`config.mk`:
```
export PLATFORM = sky130hd
export DESIGN_NAME = rz_decode
export DESIGN_NICKNAME = d
export VERILOG_FILES = /design/src/rtl/rz_pkg.sv /design/src/rtl/rz_sync.sv /design/src/rtl/rz_decode.sv
export SDC_FILE = /design/constraint.sdc
export NUM_CORES = 1
export LEC_CHECK = 0
export ABC_AREA = 1
export CORE_ASPECT_RATIO = 1.2
export CORE_MARGIN = 5
export CORE_UTILIZATION = 35
export CTS_CLUSTER_DIAMETER = 120
export CTS_CLUSTER_SIZE = 30
export DETAILED_ROUTE_END_ITERATION = 10
export GPL_TIMING_DRIVEN = 0
export PLACE_DENSITY = 0.59
export SYNTH_ARGS = -nofsm -noshare
export SYNTH_HDL_FRONTEND = slang
export SYNTH_SLANG_ARGS = --single-unit
```
`constraint.sdc`:
```
create_clock -name clk -period 4 [get_ports clk]
set_input_delay 0.8 -clock clk [delete_from_list [all_inputs] [get_ports clk]]
set_output_delay 0.8 -clock clk [all_outputs]
set_load 0.05 [all_outputs]
```
`src/rtl/rz_pkg.sv`:
```
// rz_pkg: shared WS2812 timing constants (50 MHz clk) and GRB word types
package rz_pkg;
  localparam int RZ_T0H     = 18;
  localparam int RZ_T1H     = 35;
  localparam int RZ_T0L     = 44;
  localparam int RZ_T1L     = 27;
  localparam int RZ_T_RESET = 2500;
  typedef logic [23:0] grb_t;
  typedef enum logic [1:0] {ST_SYNC, ST_LOW, ST_HIGH} rz_state_t;
  // maps an RGB pixel onto the wire order, first transmitted bit in bit 23
  function automatic grb_t grb_pack(input logic [7:0] r, input logic [7:0] g, input logic [7:0] b);
    return {g, r, b};
  endfunction
endpackage

```
`src/rtl/rz_sync.sv`:
```
// rz_sync: 2-flop synchronizer with rise/fall detect on the synchronized level
module rz_sync (
  input  logic clk,
  input  logic rst,
  input  logic din,
  output logic lvl,
  output logic rise,
  output logic fall
);
  logic [1:0] meta;
  logic prev;
  // synchronize the pin and keep one cycle of history for edge detection
  always_ff @(posedge clk or posedge rst)
    if (rst) begin
      meta <= '0;
      prev <= 1'b0;
    end else begin
      meta <= {meta[0], din};
      prev <= meta[1];
    end
  assign lvl  = meta[1];
  assign rise = lvl & ~prev;
  assign fall = ~lvl & prev;
endmodule

```
`src/rtl/rz_decode.sv`:
```
// rz_decode: WS2812 RZ line decoder to 24-bit GRB words; RZ_DECODE_ERRCNT_EN builds the error counter
module rz_decode
  import rz_pkg::*;
#(
  parameter int T_MIN_HIGH = 8,
  parameter int T_THRESH   = 28,
  parameter int T_MAX_HIGH = 50,
  parameter int T_RESET    = RZ_T_RESET
) (
  input  logic        clk,
  input  logic        rst,
  input  logic        rz_in,
  output logic [23:0] rgb,
  output logic        rgb_valid,
  output logic        frame_end,
  output logic        bit_err,
  output logic [15:0] err_cnt
);
  localparam int CW = $clog2(T_RESET + 1);
  localparam logic [CW-1:0] C_MIN = CW'(T_MIN_HIGH);
  localparam logic [CW-1:0] C_TH  = CW'(T_THRESH);
  localparam logic [CW-1:0] C_MAX = CW'(T_MAX_HIGH);
  localparam logic [CW-1:0] C_RST = CW'(T_RESET);
  localparam logic [CW-1:0] C_ONE = CW'(1);
  rz_state_t state, state_n;
  logic [CW-1:0] cnt, cnt_n, cnt_inc;
  logic [4:0] bit_cnt, bit_cnt_n;
  logic [22:0] sr, sr_n;
  grb_t rgb_n;
  logic valid_n, fe_n, err_n, bit_v, lvl, rise, fall;
  rz_sync u_sync (.clk(clk), .rst(rst), .din(rz_in), .lvl(lvl), .rise(rise), .fall(fall));
  assign cnt_inc = cnt + C_ONE;
  assign bit_v   = cnt >= C_TH;
  // state, width counter, shift register and registered output pulses
  always_ff @(posedge clk or posedge rst)
    if (rst) begin
      state     <= ST_SYNC;
      cnt       <= '0;
      bit_cnt   <= '0;
      sr        <= '0;
      rgb       <= '0;
      rgb_valid <= 1'b0;
      frame_end <= 1'b0;
      bit_err   <= 1'b0;
    end else begin
      state     <= state_n;
      cnt       <= cnt_n;
      bit_cnt   <= bit_cnt_n;
      sr        <= sr_n;
      rgb       <= rgb_n;
      rgb_valid <= valid_n;
      frame_end <= fe_n;
      bit_err   <= err_n;
    end
  // one counter measures whichever phase is current; it saturates at T_RESET so a gap fires once
  always_comb begin
    state_n   = state;
    cnt_n     = cnt;
    bit_cnt_n = bit_cnt;
    sr_n      = sr;
    rgb_n     = rgb;
    valid_n   = 1'b0;
    fe_n      = 1'b0;
    err_n     = 1'b0;
    case (state)
      ST_SYNC:
        if (lvl) cnt_n = '0;
        else if (cnt_inc == C_RST) begin
          state_n   = ST_LOW;
          cnt_n     = C_RST;
          bit_cnt_n = '0;
          sr_n      = '0;
        end else cnt_n = cnt_inc;
      ST_LOW:
        if (rise) begin
          state_n = ST_HIGH;
          cnt_n   = C_ONE;
        end else if (cnt != C_RST) begin
          cnt_n = cnt_inc;
          if (cnt_inc == C_RST) begin
            fe_n      = 1'b1;
            err_n     = bit_cnt != 5'd0;
            bit_cnt_n = '0;
            sr_n      = '0;
          end
        end
      ST_HIGH:
        if (fall) begin
          cnt_n = C_ONE;
          if (cnt < C_MIN) begin
            err_n   = 1'b1;
            state_n = ST_SYNC;
          end else begin
            state_n = ST_LOW;
            if (bit_cnt == 5'd23) begin
              rgb_n     = {sr, bit_v};
              valid_n   = 1'b1;
              bit_cnt_n = '0;
            end else begin
              sr_n      = {sr[21:0], bit_v};
              bit_cnt_n = bit_cnt + 5'd1;
            end
          end
        end else if (cnt == C_MAX) begin
          err_n   = 1'b1;
          state_n = ST_SYNC;
          cnt_n   = '0;
        end else cnt_n = cnt_inc;
      default: state_n = ST_SYNC;
    endcase
  end
`ifdef RZ_DECODE_ERRCNT_EN
  // saturating count of framing violations
  always_ff @(posedge clk or posedge rst)
    if (rst) err_cnt <= '0;
    else if (bit_err && err_cnt != 16'hFFFF) err_cnt <= err_cnt + 16'd1;
`else
  assign err_cnt = '0;
`endif
endmodule

```
# Word level (Yosys, flattened, before mapping)
# Index checks and enable logic that the tools add are counted.
# word_totals
in_bits	3
regBits	72
word_cells	88
# classes
n_bitwise	5
reduce_logical	8
muxes	45
n_eq_ne	16
add_sub_neg	2
magnitude_cmp	2
# ops
cell	n
two-way mux 23 bit	7
two-way mux 12 bit	6
case mux 23 bit (3 select lines)	1
case mux 12 bit (3 select lines)	1
two-way mux 5 bit	7
inequality test 2 bit, second input constant	8
two-way mux 1 bit	15
case mux 5 bit (3 select lines)	1
adder 12 x 1 -> 12 bit, second input constant	1
equality test 12 bit, second input constant	1
equality test 12 x 6 -> 1 bit, second input constant	1
greater-or-equal comparator 12 x 5 -> 1 bit, second input constant	1
less-than comparator 12 x 4 -> 1 bit, second input constant	1
inequality test 12 bit, second input constant	1
two-way mux 2 bit	5
AND reduction 4 bit	2
AND reduction 7 bit	1
inequality test 3 bit, second input constant	2
case mux 2 bit (3 select lines)	1
AND reduction 6 bit	1
adder 5 x 1 -> 5 bit, second input constant	1
equality test 5 bit, second input constant	1
nonzero test 5 bit	1
inverter 1 bit	3
7 further kinds	8

# Depth between registers and ports, before layout
# depth
depth_word	6
mapped_depth	14

# Modules after synthesis
# A second synthesis with hierarchy kept.
# unflattened
cells_unflattened	478
hier_area_um2	3717.3
# by_module_without_submodules
mod	cells_each	n_inst	area_per_inst_um2
rz_decode	470	1	3623.5
rz_sync	8	1	93.8

# Worst setup path before layout
# OpenSTA, ideal clock, no wires.
# synth_path
path_type	register to register
start	register state[0]
end	register sr[0]
stages_incl_launch_ff	15
slack_ps	2033
t_arrival_ps	1851
period_less_slack_ps	1967
cell_sequence	dfrtp_1 -> inv_1 -> ha_1 -> buf_4 -> inv_1 -> nor2_1 -> nor3_1 -> nand2_1 -> nor2_2 -> nand2_4 -> nand2_4 -> nand2_4 -> buf_6 -> nand2_1 -> nand2_1
# synth_via
elab_chain_len	3
elab_cells_between_ends	12
# synth_rtl
item	line	source
from (decl)	rz_decode.sv:25	rz_state_t state, state_n;
from (signal assigned)	rz_decode.sv:46	state <= state_n;
equality test 2 bit, or another cell as far along	rz_decode.sv:65	case (state)
inequality test 2 bit (no line) / nonzero test 3 bit (equally long branches)	-	
AND reduction 7 bit (no line)	-	
to (signal assigned)	rz_decode.sv:49	sr <= sr_n;
to (decl)	rz_decode.sv:28	logic [22:0] sr, sr_n;
# Parallel ways exist; a longest one is shown, timed or not.
# A chain may end at the register's enable or synchronous reset.

# Worst setup path after layout
# layout_path
start	register rgb[21]
end	output port rgb[21]
# layout_rtl
item	line	source
from (decl)	rz_decode.sv:13	output logic [23:0] rgb,
from (signal assigned)	rz_decode.sv:50	rgb <= rgb_n;
# No word-level cell between the ends.

==> run_results.csv <==
group,metric,value,unit
cells_and_area,mostFrequentLayoutCells,"198 x nand2_1, 72 x dfrtp_1, 33 x inv_1, 29 x clkdlybuf4s50_1, 24 x nand3_1",
detailed_routing,drt_wl_total,7642,um
placed_design,place_ws,1.687,ns
placed_design,dp.cells,630,
floorplan,die_w,103.8,um
hold_path,min_from,"u_sync.meta[0]",
timing,rsz0062_at_grt,"no",
clocking,worstSkewPairLatency,0.33,ns
global_route,antenna_found_initial,0,
detailed_routing,vias,2937,
worst_setup_path,max_stage_delay,0.81,ns
synth,synth_top_family_by_area,"simple AND/OR/NAND/NOR gates",
worst_setup_path,r2r_cells,9,
synth,yosys_warnings,0,
hold_path,hold_path_depth,0,
cells_and_area,fin_nets,525,
worst_setup_path,critPathBufInv,1,
clocking,cts_tree,"yes",
synth,synthFlopType,"dfrtp_1",
floorplan,initial_core_util,0.3552,
clocking,cts_buffers,9,
clocking,cts_hold_buf,0,
timing,hold_viol,0,
cells_and_area,seq_area,1802,um2
synth,yosysSeqAreaShare,0.4871,
global_route,grt_max_degree,73,
placed_design,dpl.hpwl,5406,um
worst_setup_path,start_kind,"register",
synth,yosys.area.top_type,"dfrtp_1",
global_route,grt_pass1_wl,13170,um
detailed_routing,drc,0,
synth,syn_area,3699,um2
worst_setup_path,crit_arrival,1.50,ns
cells_and_area,multi_input_area,1613,um2
detailed_routing,drt_pass1_iterations,4,
floorplan,die_y,122.6,um
timing,fmax,435.7,MHz
synth,ys_top_cells_by_area,"dfrtp_1 49%, nand2_1 20%, buf_4 3.5%, inv_1 3.5%, ha_1 3.4%",
outcome,status,"finished, final reports clean",
cells_and_area,drive_gt1_frac,0.1373,
synth,synth_compound_area_frac,0.04567,
global_route,overflow,0,
synth,syn_inst,457,
synth,synth-xor-area-share,0.002368,
power,pwr-share-clk,0.494,
timing,maxSlewViolCount,0,
worst_setup_path,crit_path_end,"rgb[21]",
clocking,cts_setup_buffers,0,
synth,ys_ff_latch,72,
worst_setup_path,r2r-start,"state[0]",
power,p_sw_frac,0.2285,
worst_setup_path,r2r_slack,1.71,ns
worst_setup_path,worst-path-stages,1,
cells_and_area,final_cell_count_no_fill,646,
synth,synth_enable_flop_cells,0,
power,leakagePower,0.002274,uW
worst_setup_path,path_max_fanout,2,
clocking,cts_sinks,72,
clocking,htreeDepth,3,
timing,finalCritPeriodShare,0.5738,
detailed_routing,ant_nets,0,
floorplan,fp-row-count,41,
timing,finalCriticalPeriod,2.295,ns
worst_setup_path,end_kind,"output port",
power,power_frac_seq,0.455,
synth,synth_adder_area_share,0.03383,
synth,avgSynthCellArea,8.093,um2
cells_and_area,final_common_cell,"nand2_1",
clocking,cts.clk_slew.worst_paths,0.06,ns
worst_setup_path,worstPathCellList,"clkdlybuf4s50_1",
flow_run,cap_viol_max_count,0,
global_route,grt_pass1_vias,2831,
timing,slew-limit-headroom,0.4115,
worst_setup_path,rr_endpoint,"cnt[0]",
timing,fin_setup_tns,0,ns
clocking,clock_path_buffers,2,
detailed_routing,wire_per_inst,11.83,um
floorplan,boundaryPins,46,
floorplan,die_area,12730,um2
detailed_routing,viasPerCell,4.546,
power,power.switching,370.4,uW
floorplan,coreArea,10410,um2
timing,setup_viol,0,
clocking,clock-root-buffer,"clkbuf_16",
synth,yosys.area_share.simple,0.3380,
power,vdd_drop_max,0.2046,mV
worst_setup_path,cp.required,3.20,ns
timing,fin_skew,0.005835,ns
timing,layout_setup_ws,1.705,ns
synth,synth_top_area_share,0.4871,
synth,muxShareOfSynthArea,0,
placed_design,io_buffers,29,
timing,tightest_slew,0.8827,ns
cells_and_area,syn_to_final_growth,21.89,%
placed_design,gp_congestion,0.8870,
cells_and_area,utilization,0.4329,
power,comb_power_share,0.051,
power,p_per_area,359.7,nW/um2
cells_and_area,diodes,0,
cells_and_area,fill_cells,1040,
power,power.internal,1251,uW
clocking,cts-resized-gates,0,
synth,synth-async-reset-ratio,1.000,
synth,ys_types,32,
worst_setup_path,cpMaxStageDelayCell,"clkdlybuf4s50_1",
global_route,grt_usage,0.1268,
detailed_routing,drtIter0Drc,103,
hold_path,worstHoldPathType,"reg -> reg",
worst_setup_path,criticalPathCategory,"reg -> out",
worst_setup_path,startpoint,"rgb[21]",
worst_setup_path,cpLargestDelayFamily,"buffers and inverters",
[power by group through the flow]
stage               combinational [uW]  sequential (uW)  clock, uW
floorplan                         72.5              750          0
global placement                  82.5              751          0
detailed placement                83.4              751          0
CTS                               83.6              738        823
global route                      91.6              738        863
finish                            82.3              738        801
[cell usage after synthesis (all sizes together), types with 5 or more instances]
master and n:
nor2 27, nor3 7, nand2 208, dfrtp 72
nand4 5, o22ai 8, o21ai 12, ha 10
buf 26, nand3 29, inv 37, a21oi 6
[metal layers]
metal	wire [um]	vias to the layer above	track usage	part of all wire
li1	-	1517	-	-
met1	3582	1353	0.1556	0.47
met2	3544	58	0.2089	0.46
met3	395	9	0.04050	0.052
met4	120	0	0.04858	0.016
met5	0	-	0	0
[cells by family (layout without fill, tap and decap cells)]
| logic type | Yosys count | in the layout |
|---|---|---|
| XOR/XNOR | 1 | 1 |
| AND/OR/NAND/NOR | 279 | 279 |
| flip-flops | 72 | 72 |
| other | 1 | 16 |
| AO/OA/AOI/OAI | 30 | 30 |
| buffers and inverters | 64 | 109 |
| adder cells (fa/ha/maj) | 10 | 10 |
[how the worst min path moves through the flow]
stage	endpoint	slack, ns
final	u_sync.meta[1]	0.35
after global routing	u_sync.meta[1]	0.35
after CTS	u_sync.meta[1]	0.35
after detailed placement	u_sync.meta[1]	0.34
after global placement	u_sync.meta[1]	0.33
after floorplan	u_sync.meta[1]	0.33
[through the flow]
step	cell area (um2)	hold WS (ns)	power, uW
6_report	4508	0.3490	1621
5_1_grt	4508	0.3543	1693
4_1_cts	4508	0.3509	1645
3_5_place_dp	4209	0.3379	834.6
3_3_place_gp	4207	0.3329	833.6
2_1_floorplan	3755	0.3312	822.4
[registers in the layout, indices dropped and copies added (netlist names)]
register / count
bit_err: 1
rgb: 24
bit_cnt: 5
state: 2
u_sync.meta: 2
u_sync.prev: 1
frame_end: 1
rgb_valid: 1
cnt: 12
sr: 23
[area by class of cell]
class,instances,area share
inverter,38,0.03220
clock inverter,5,0.01249
sequential,72,0.3997
clock buffer,11,0.05384
buffer,26,0.04385
multi-input combinational,336,0.3578
timing repair buffer,29,0.06439
tap,129,0.03580
No activity file was read; power rests on OpenSTA's default activity.
